**src/rtl/imem_loader.sv**
```systemverilog
// imem_loader: boot-time writer for the instruction memory.
//
// Takes a length-prefixed byte stream over a valid/ready handshake. The first two
// bytes are the big-endian word count N. The next 4N bytes are packed into 32-bit
// big-endian words. Each word is written in one single-cycle write to
// BASE_ADDR + 4*k. The CPU is held until the whole image has been written.
//
// Parameters:
//   ADDR_WIDTH  log2 of instruction memory depth in words (max image 2^ADDR_WIDTH words)
//   BASE_ADDR   byte address of the first word; must be 4-aligned
//
// Ports:
//   clock       rising-edge clock, shared with PC and i_mem
//   reset_n     asynchronous active-low reset
//   start       single-cycle pulse that begins a load session (ignored while busy)
//   byte_in     stream byte
//   byte_valid  byte_in is valid
//   byte_ready  loader accepts a byte this cycle
//   mem_we      instruction memory write enable, one cycle per word
//   mem_addr    byte address of the word being written (held between writes)
//   mem_wdata   word being written (held between writes)
//   cpu_hold    high = PC must not advance
//   busy        session in progress
//   done        image fully written; sticky until the next start
//   error       invalid length header; sticky until the next start
module imem_loader #(
    parameter int unsigned ADDR_WIDTH = 8,
    parameter logic [31:0] BASE_ADDR  = 32'h0000_0000
) (
    input  logic        clock,
    input  logic        reset_n,
    input  logic        start,
    input  logic [7:0]  byte_in,
    input  logic        byte_valid,
    output logic        byte_ready,
    output logic        mem_we,
    output logic [31:0] mem_addr,
    output logic [31:0] mem_wdata,
    output logic        cpu_hold,
    output logic        busy,
    output logic        done,
    output logic        error
);

    typedef enum logic [2:0] {
        StIdle,
        StLenHi,
        StLenLo,
        StData,
        StWrite,
        StDone,
        StErr
    } state_e;

    localparam logic [31:0] MaxWords = 32'd1 << ADDR_WIDTH;

    state_e      state;
    logic [15:0] len;        // word count N
    logic [31:0] k;          // index of the word currently being assembled/written
    logic [1:0]  idx;        // byte position within the current word
    logic [23:0] shift;      // first three bytes of the current word, oldest in [23:16]

    logic        xfer;
    logic [31:0] len_full;   // header value completed by the byte on byte_in
    logic        len_ok;

    assign xfer     = byte_valid && byte_ready;
    assign len_full = {16'd0, len[15:8], byte_in};
    assign len_ok   = (len_full != 32'd0) && (len_full <= MaxWords);

    // All outputs except the write address/data are pure decodes of the state register,
    // so byte_ready never depends combinationally on byte_valid.
    assign byte_ready = (state == StLenHi) || (state == StLenLo) || (state == StData);
    assign busy       = byte_ready || (state == StWrite);
    assign mem_we     = (state == StWrite);
    assign done       = (state == StDone);
    assign error      = (state == StErr);
    // Only a completed image releases the CPU; any start or header error re-holds it.
    assign cpu_hold   = (state != StDone);

    always_ff @(posedge clock or negedge reset_n) begin
        if (!reset_n) begin
            state     <= StIdle;
            len       <= 16'd0;
            k         <= 32'd0;
            idx       <= 2'd0;
            shift     <= 24'd0;
            mem_addr  <= 32'd0;
            mem_wdata <= 32'd0;
        end else begin
            case (state)
                StIdle, StDone, StErr: begin
                    if (start) begin
                        state <= StLenHi;
                        k     <= 32'd0;
                        idx   <= 2'd0;
                    end
                end
                StLenHi: begin
                    if (xfer) begin
                        len[15:8] <= byte_in;
                        state     <= StLenLo;
                    end
                end
                StLenLo: begin
                    if (xfer) begin
                        len[7:0] <= byte_in;
                        idx      <= 2'd0;
                        state    <= len_ok ? StData : StErr;
                    end
                end
                StData: begin
                    if (xfer) begin
                        shift <= {shift[15:0], byte_in};
                        idx   <= idx + 2'd1;
                        if (idx == 2'd3) begin
                            // Address and data are registered here so they are stable
                            // for the whole WRITE cycle.
                            mem_wdata <= {shift, byte_in};
                            mem_addr  <= BASE_ADDR + (k << 2);
                            state     <= StWrite;
                        end
                    end
                end
                StWrite: begin
                    if (k == ({16'd0, len} - 32'd1)) begin
                        state <= StDone;
                    end else begin
                        k     <= k + 32'd1;
                        state <= StData;
                    end
                end
                default: state <= StIdle;
            endcase
        end
    end

endmodule

```
**config.mk**
```make
export PLATFORM = sky130hd
export DESIGN_NAME = imem_loader
export DESIGN_NICKNAME = d
export VERILOG_FILES = /design/src/rtl/imem_loader.sv
export SDC_FILE = /design/constraint.sdc
export NUM_CORES = 1
export LEC_CHECK = 0
export BUFFER_PORTS_ARGS = -buffer_cell sky130_fd_sc_hd__clkbuf_2
export CORE_MARGIN = 4
export CORE_UTILIZATION = 62
export DETAILED_ROUTE_END_ITERATION = 6
export GPL_ROUTABILITY_DRIVEN = 0
export PLACE_DENSITY_LB_ADDON = 0.08
export SLEW_MARGIN = 15
export SYNTH_ARGS = -nofsm -noshare
export SYNTH_HDL_FRONTEND = slang
export SYNTH_SLANG_ARGS = --single-unit
export TNS_END_PERCENT = 50
```
**constraint.sdc**
```tcl
create_clock -name clock -period 8.2 [get_ports clock]
set_input_delay 1.64 -clock clock [delete_from_list [all_inputs] [get_ports clock]]
set_output_delay 1.64 -clock clock [all_outputs]
set_load 0.05 [all_outputs]
```
==> results of run 1 <==
-- final cells by class --
type / instances / area share
Sequential cell: 139 / 0.4581
Inverter: 16 / 0.007910
Multi-Input combinational cell: 370 / 0.3723
Tap cell: 136 / 0.02241
Clock inverter: 15 / 0.02785
Timing Repair Buffer: 83 / 0.05686
Clock buffer: 17 / 0.05455
-- cell families (layout without fill, tap and decap cells) --
family / count (synthesis) / after routing
other cells: 1 / 2
mux: 97 / 97
compound gates: 74 / 74
simple gates: 161 / 161
buf+inv: 44 / 131
fa+ha+maj: 3 / 3
flops: 139 / 139
xor+xnor: 33 / 33
-- worst max-delay path, cell delays in order, from the launching register on --
cell and delay, ps:
dfrtp_1 540, nor2_1 350, nand2_1 150, inv_1 190, clkbuf_2 310
-- per-layer routing --
metal / vias to the layer above / global-route usage / routed length, µm
met3: 17 / 0.05533 / 844
li1: 2141 / - / -
met4: 0 / 0.08091 / 155
met2: 154 / 0.4038 / 6757
met1: 2294 / 0.3308 / 6041
met5: - / 0 / 0
-- metrics by stage --
stage          setup WS [ps]  cell area (µm²)  power (W)
2_1_floorplan           4872             6482   0.001435
3_3_place_gp            4190             6957   0.001562
3_5_place_dp            4054             6957   0.001596
4_1_cts                 4547             7582   0.002404
5_1_grt                 4366             7592   0.002527
6_report                4517             7592   0.002395
-- cells in the final DEF, fill, tap and decap left out, types with 5 or more instances in the layout --
cell,n
o21ai_0,25
nor3_1,7
o31ai_1,5
a21oi_1,10
or4_1,10
clkinv_4,5
clkbuf_16,16
xnor2_1,18
xor2_1,14
nand3_1,14
dfrtp_1,139
mux2_2,94
nand2b_1,6
inv_1,16
nand2_1,41
o211ai_1,10
nand4_1,7
nor4_1,12
or3_1,14
clkbuf_2,78
nor2_1,24
-- path summary, 6_finish.rpt --
| check | from | endpoint | slack [ps] | cells after the start |
|---|---|---|---|---|
| hold reg to reg | mem_addr[5] | mem_addr[5] | 480 | 2 |
| hold / removal | mem_addr[5] | mem_addr[5] | 480 | 2 |
| max in group asynchronous | reset_n | mem_wdata[21] | 5840 | 2 |
| min in group asynchronous | reset_n | mem_addr[24] | 1150 | 1 |
| setup reg to reg | state[2] | k[21] | 4670 | 8 |
| setup / recovery | state[0] | mem_we | 4520 | 4 |
-- state kept, by name (all words and copies together) (netlist names) --
register,flops
idx,2
mem_wdata,32
len,16
mem_addr,30
state,3
k,32
shift,24
-- power by group through the flow --
stage / combinational [W] / sequential (W) / clock [W]
2_1_floorplan: 0.000457 / 0.000978 / 0
3_3_place_gp: 0.000601 / 0.000962 / 0
3_5_place_dp: 0.000623 / 0.000973 / 0
4_1_cts: 0.000632 / 0.000961 / 0.000810
5_1_grt: 0.000691 / 0.000987 / 0.000849
6_report: 0.000630 / 0.000965 / 0.000800
==> results.tsv, run 1 <==
stage	metric	value	unit
synth	Post-synth EDFFs	0	
timing	Max Transition Viols Final	0	
die	starting density of the core	0.6332	
run_status	status	completed	
finish	filler cell count	725	
timing	worst clock skew	7.838	ps
die	IO Count	82	
die	row count	37	
pwr	clock share of power	0.334	
placed_design	placed cells	744	
clock_network	TritonCTS buffer count	17	
global_route	GRT Total Usage	0.2473	
finish	final non-filler cell total	776	
die	die area	0.01215	mm²
synth	post-synthesis average cell area	11.74	µm²
setup_path	Crit Path Max Fanout	15	
synth	Seq/Total Area, Yosys	0.5369	
synth	Seq cells post-synth	139	
global_route	total global routing overflow	0	
placed_design	DP Wirelength	9413	µm
synth	Synth Area in Adders	0.005794	
timing	Setup Total Neg Slack	0	ps
drt	Via density	5.936	
drt	DRT Wirelength	13800	µm
drt	DR pass1 iterations	5	
clock_network	clock buffer depth	2	
timing	post-route clock period utilization	0.4492	
synth	multiplexer share of the synthesized area	0.1680	
global_route	global-route wire length before repair	23190	µm
synth	Yosys top cell area share	0.5369	
clock_network	CTS H-tree lvls	4	
synth	largest family of logic cells by synthesized area	multiplexers	
clock_network	Post-CTS Hold Buffers	0	
finish	share of cells above drive strength 1	0.3469	
timing	Tmin final	3683	ps
drt	Iter 0 DRT Violations	270	
pwr	worst vdd ir	0.2218	mV
pwr	P_leak	3.631	nW
die	core footprint	0.01023	mm²
pwr	Psw	0.0008198	W
drt	via count	4606	
synth	Synth Warn #	0	
finish	Layout area overhead	17.19	%
placed_design	PortBufs	79	
synth	Post-Syn Area	0.006479	mm²
drt	WL/cell	17.78	µm
clock_network	CTS tree	yes	
timing	Setup violations, final	0	
clock_network	# clock sinks	139	
timing	Final Hold Fails	0	
timing	Max transition margin	0.4181	
setup_path	crit path DAT	2040	ps
pwr	Net Sw Frac	0.3423	
finish	Nets	642	
timing	RSZ-0062 raised after global routing	false	
timing	achievable frequency	271.5	MHz
timing	hold slack	483.3	ps
synth	Yosys top cell by area	dfrtp_1	
die	Die H	110.2	µm
pwr	Pint	0.001575	W
synth	Distinct cells, synth	55	
drt	Remaining DRCs	0	
global_route	largest net degree at the start of global routing	81	
pwr	sequential power share	0.403	
synth	post-synthesis simple-gate area fraction	0.1358	
synth	top-count cell post-synth	dfrtp_1	
pwr	PwrDens	315.4	mW/mm²
global_route	vias in the first global route	4696	
synth	Gate Count Post-Synth	552	
synth	top_reg_cell synth	dfrtp_1	
clock_network	# Post-CTS Setup Buffers	0	
finish	antenna cells	0	
setup_path	Startpoint Class	flip-flop	
clock_network	Clock Latency Late Sink	520	ps
finish	area of the multi-input gates	0.002826	mm²
die	Die W	110.2	µm
clock_network	Clock transition at path regs	60	ps
finish	post-layout util	0.7421	
synth	Post-synth ARST share	1.000	
setup_path	Req. time, crit path	6560	ps
flow_run	Max Cap Violations	0	
clock_network	post-cts resize count	0	
synth	compound-gate portion of the synthesized area	0.07725	
global_route	initial antenna violation count	0	
clock_network	clock root buffer	clkbuf_8	
synth	xor/xnor cell area share of the yosys netlist	0.04674	
finish	flip-flop and latch area	0.003478	mm²
worst_hold_path	Worst Hold Class	reg -> reg	
setup_path	Crit. End Element	primary output	
synth	Synth area leaders	dfrtp_1, mux2_2, xnor2_1, nand2_1, o21ai_0	
setup_path	Critical Setup Path Class	reg -> out	
timing	worst-margin pin slew	870.7	ps
pwr	combinational group share of total power	0.263	
synth	synth cell count leaders	dfrtp_1, mux2_2, nand2_1	
drt	Post-DRT Antenna Nets	0	
Power figures use the tool's default switching activity.
==> run 2, diff against run 1 <==
Settings changed: ABC_AREA set to 1, CORE_UTILIZATION 62 to 59.
Clock period 8.2 ns to 3.6 ns, I/O delays scaled along.
==> run 2 against run 1 <==
Utilization fell by 3.9 points. Routed wire length rose by 24%. First-iteration DRC count rose by 110%. Final cell count rose by 46%.
==> results.tsv, run 2 <==
stage	metric	value	unit
synth	Seq cells post-synth	139	
setup_path	Critical Setup Path Class	reg -> reg	
setup_path	Req. time, crit path	3910	ps
clock_network	Clock Latency Late Sink	420	ps
synth	top-count cell post-synth	nand2_1	
setup_path	Crit. End Element	flip-flop	
global_route	initial antenna violation count	0	
finish	share of cells above drive strength 1	0.1452	
setup_path	R2R cell count	9	
timing	Final Hold Fails	0	
synth	Gate Count Post-Synth	906	
global_route	total global routing overflow	0	
pwr	worst vdd ir	0.4957	mV
clock_network	# clock sinks	139	
placed_design	PortBufs	79	
timing	RSZ-0062 raised after global routing	false	
clock_network	clock root buffer	clkbuf_16	
timing	post-route clock period utilization	0.7231	
pwr	P_leak	4.059	nW
drt	Via density	5.386	
synth	Distinct cells, synth	33	
die	Die H	117.3	µm
pwr	Design Power	0.005321	W
global_route	largest net degree at the start of global routing	90	
drt	DR pass1 iterations	5	
synth	post-synthesis average cell area	7.785	µm²
placed_design	DP Wirelength	12260	µm
die	row count	39	
die	IO Count	82	
setup_path	Crit Path Max Fanout	33	
finish	antenna cells	0	
finish	leading cell type in the layout, fill and taps excluded	nand2_1	
synth	Yosys top cell area share	0.4932	
drt	Remaining DRCs	0	
die	Die W	117.3	µm
drt	Iter 0 DRT Violations	556	
clock_network	post-cts resize count	0	
timing	Setup Total Neg Slack	0	ps
global_route	global-route wire length before repair	29730	µm
drt	via count	6113	
synth	Post-Syn Area	0.007053	mm²
drt	DRT Wirelength	17170	µm
clock_network	TritonCTS buffer count	17	
drt	Post-DRT Antenna Nets	0	
die	die area	0.01377	mm²
timing	worst-margin pin slew	806.1	ps
timing	Max transition margin	0.4626	
finish	Top Registers	k (32), mem_wdata (32), mem_addr (30)	
clock_network	CTS H-tree lvls	4	
timing	Max Transition Viols Final	0	
setup_path	crit path DAT	2910	ps
timing	worst clock skew	7.158	ps
flow_run	Max Cap Violations	0	
drt	WL/cell	15.13	µm
worst_hold_path	Worst Hold Class	in -> async	
run_status	status	completed	
setup_path	worst reg2reg startpoint	state[2]	
synth	top_reg_cell synth	dfrtp_1	
pwr	PwrDens	654.3	mW/mm²
clock_network	Post-CTS Hold Buffers	0	
global_route	GRT Total Usage	0.2642	
clock_network	clock buffer depth	2	
synth	Post-synth ARST share	1.000	
die	starting density of the core	0.6099	
clock_network	# Post-CTS Setup Buffers	0	
synth	Synth area leaders	dfrtp_1, nand2_1, o21ai_0, inv_1, nor2_1	
finish	most frequent cells in the layout	nand2_1, dfrtp_1, o21ai_0	
clock_network	Clock transition at path regs	60	ps
synth	Post-synth EDFFs	0	
global_route	vias in the first global route	5948	
die	core footprint	0.01156	mm²
synth	synth cell count leaders	nand2_1, dfrtp_1, o21ai_0	
finish	Nets	994	
setup_path	Startpoint Class	flip-flop	
timing	Setup violations, final	0	
synth	Yosys top cell by area	dfrtp_1	
setup_path	CP startpoint	state[2]	
synth	Seq/Total Area, Yosys	0.4932	
timing	Tmin final	2603	ps
clock_network	CTS tree	yes	
synth	Synth Warn #	0	
finish	Layout area overhead	15.31	%
timing	achievable frequency	384.1	MHz
==> run 2: final cells by class <==
| type | instances | area (µm²) |
|---|---|---|
| clock buffers | 17 | 425.4 |
| clock inverters | 15 | 185.2 |
| fillers | 969 | 3432 |
| inverters | 96 | 360.3 |
| multi-input cells | 640 | 3045 |
| flip-flops and latches | 139 | 3478 |
| well taps | 143 | 178.9 |
| repair buffers | 85 | 459.2 |
==> run 2: worst paths after layout <==
| check | endpoint | slack, ps |
|---|---|---|
| worst min register to register | shift[11] | 480 |
| worst max-delay path | k[17] | 1000 |
| min in group clock | shift[11] | 480 |
| worst min-delay path | shift[20] | 360 |
| max in group asynchronous | mem_wdata[14] | 2500 |
| worst max register to register | k[17] | 1000 |
==> run 2: per-layer routing <==
layer,wire [µm],share of wire,global-route usage
met3,993,0.058,0.05294
met1,7727,0.45,0.3712
met2,8123,0.47,0.4162
met5,0,0,0
met4,323,0.019,0.08578
==> run 2: cell families (layout without fill, tap and decap cells) <==
group | count (synthesis) | in the layout | synth area share
other cells | 1 | 2 | 0.0005317
compound gates | 107 | 107 | 0.07717
fa+ha+maj | 3 | 3 | 0.005323
simple gates | 478 | 478 | 0.2812
xor+xnor | 39 | 39 | 0.04843
mux | 11 | 11 | 0.01756
flops | 139 | 139 | 0.4932
buf+inv | 128 | 213 | 0.07663
==> run 2: power by group <==
part / switching, W / leakage, nW / internal (W) / total [W]
clock: 0.000698 / 0.295 / 0.00110 / 0.00180
combinational: 0.00109 / 1.89 / 0.000404 / 0.00150
sequential: 0.000211 / 1.87 / 0.00182 / 0.00203
total: 0.00200 / 4.06 / 0.00332 / 0.00532
==> run 2: stage by stage <==
stage / std cells / area (µm²) / utilization / hold WS, ps / worst slack, ps
after detailed placement: 1103 / 7522 / 0.6504 / 468.7 / 1048
after floorplan: 907 / 7057 / - / 424.4 / 944.8
after global placement: 1103 / 7522 / 0.6504 / 460.9 / 1186
final: 1135 / 8133 / 0.7032 / 359.1 / 996.7
after global routing: 1135 / 8133 / 0.7032 / 426.6 / 660.3
after CTS: 1135 / 8133 / 0.7032 / 400.5 / 1026
==> run 2: worst max-delay path, stage by stage (launching register included) <==
cell and delay (ps):
dfrtp_1 430, inv_1 150, nor3_1 90, a211oi_1 340, or2_1 190, o21ai_0 100
inv_2 440, nand2_2 500, nand2_1 180, nand2_1 60
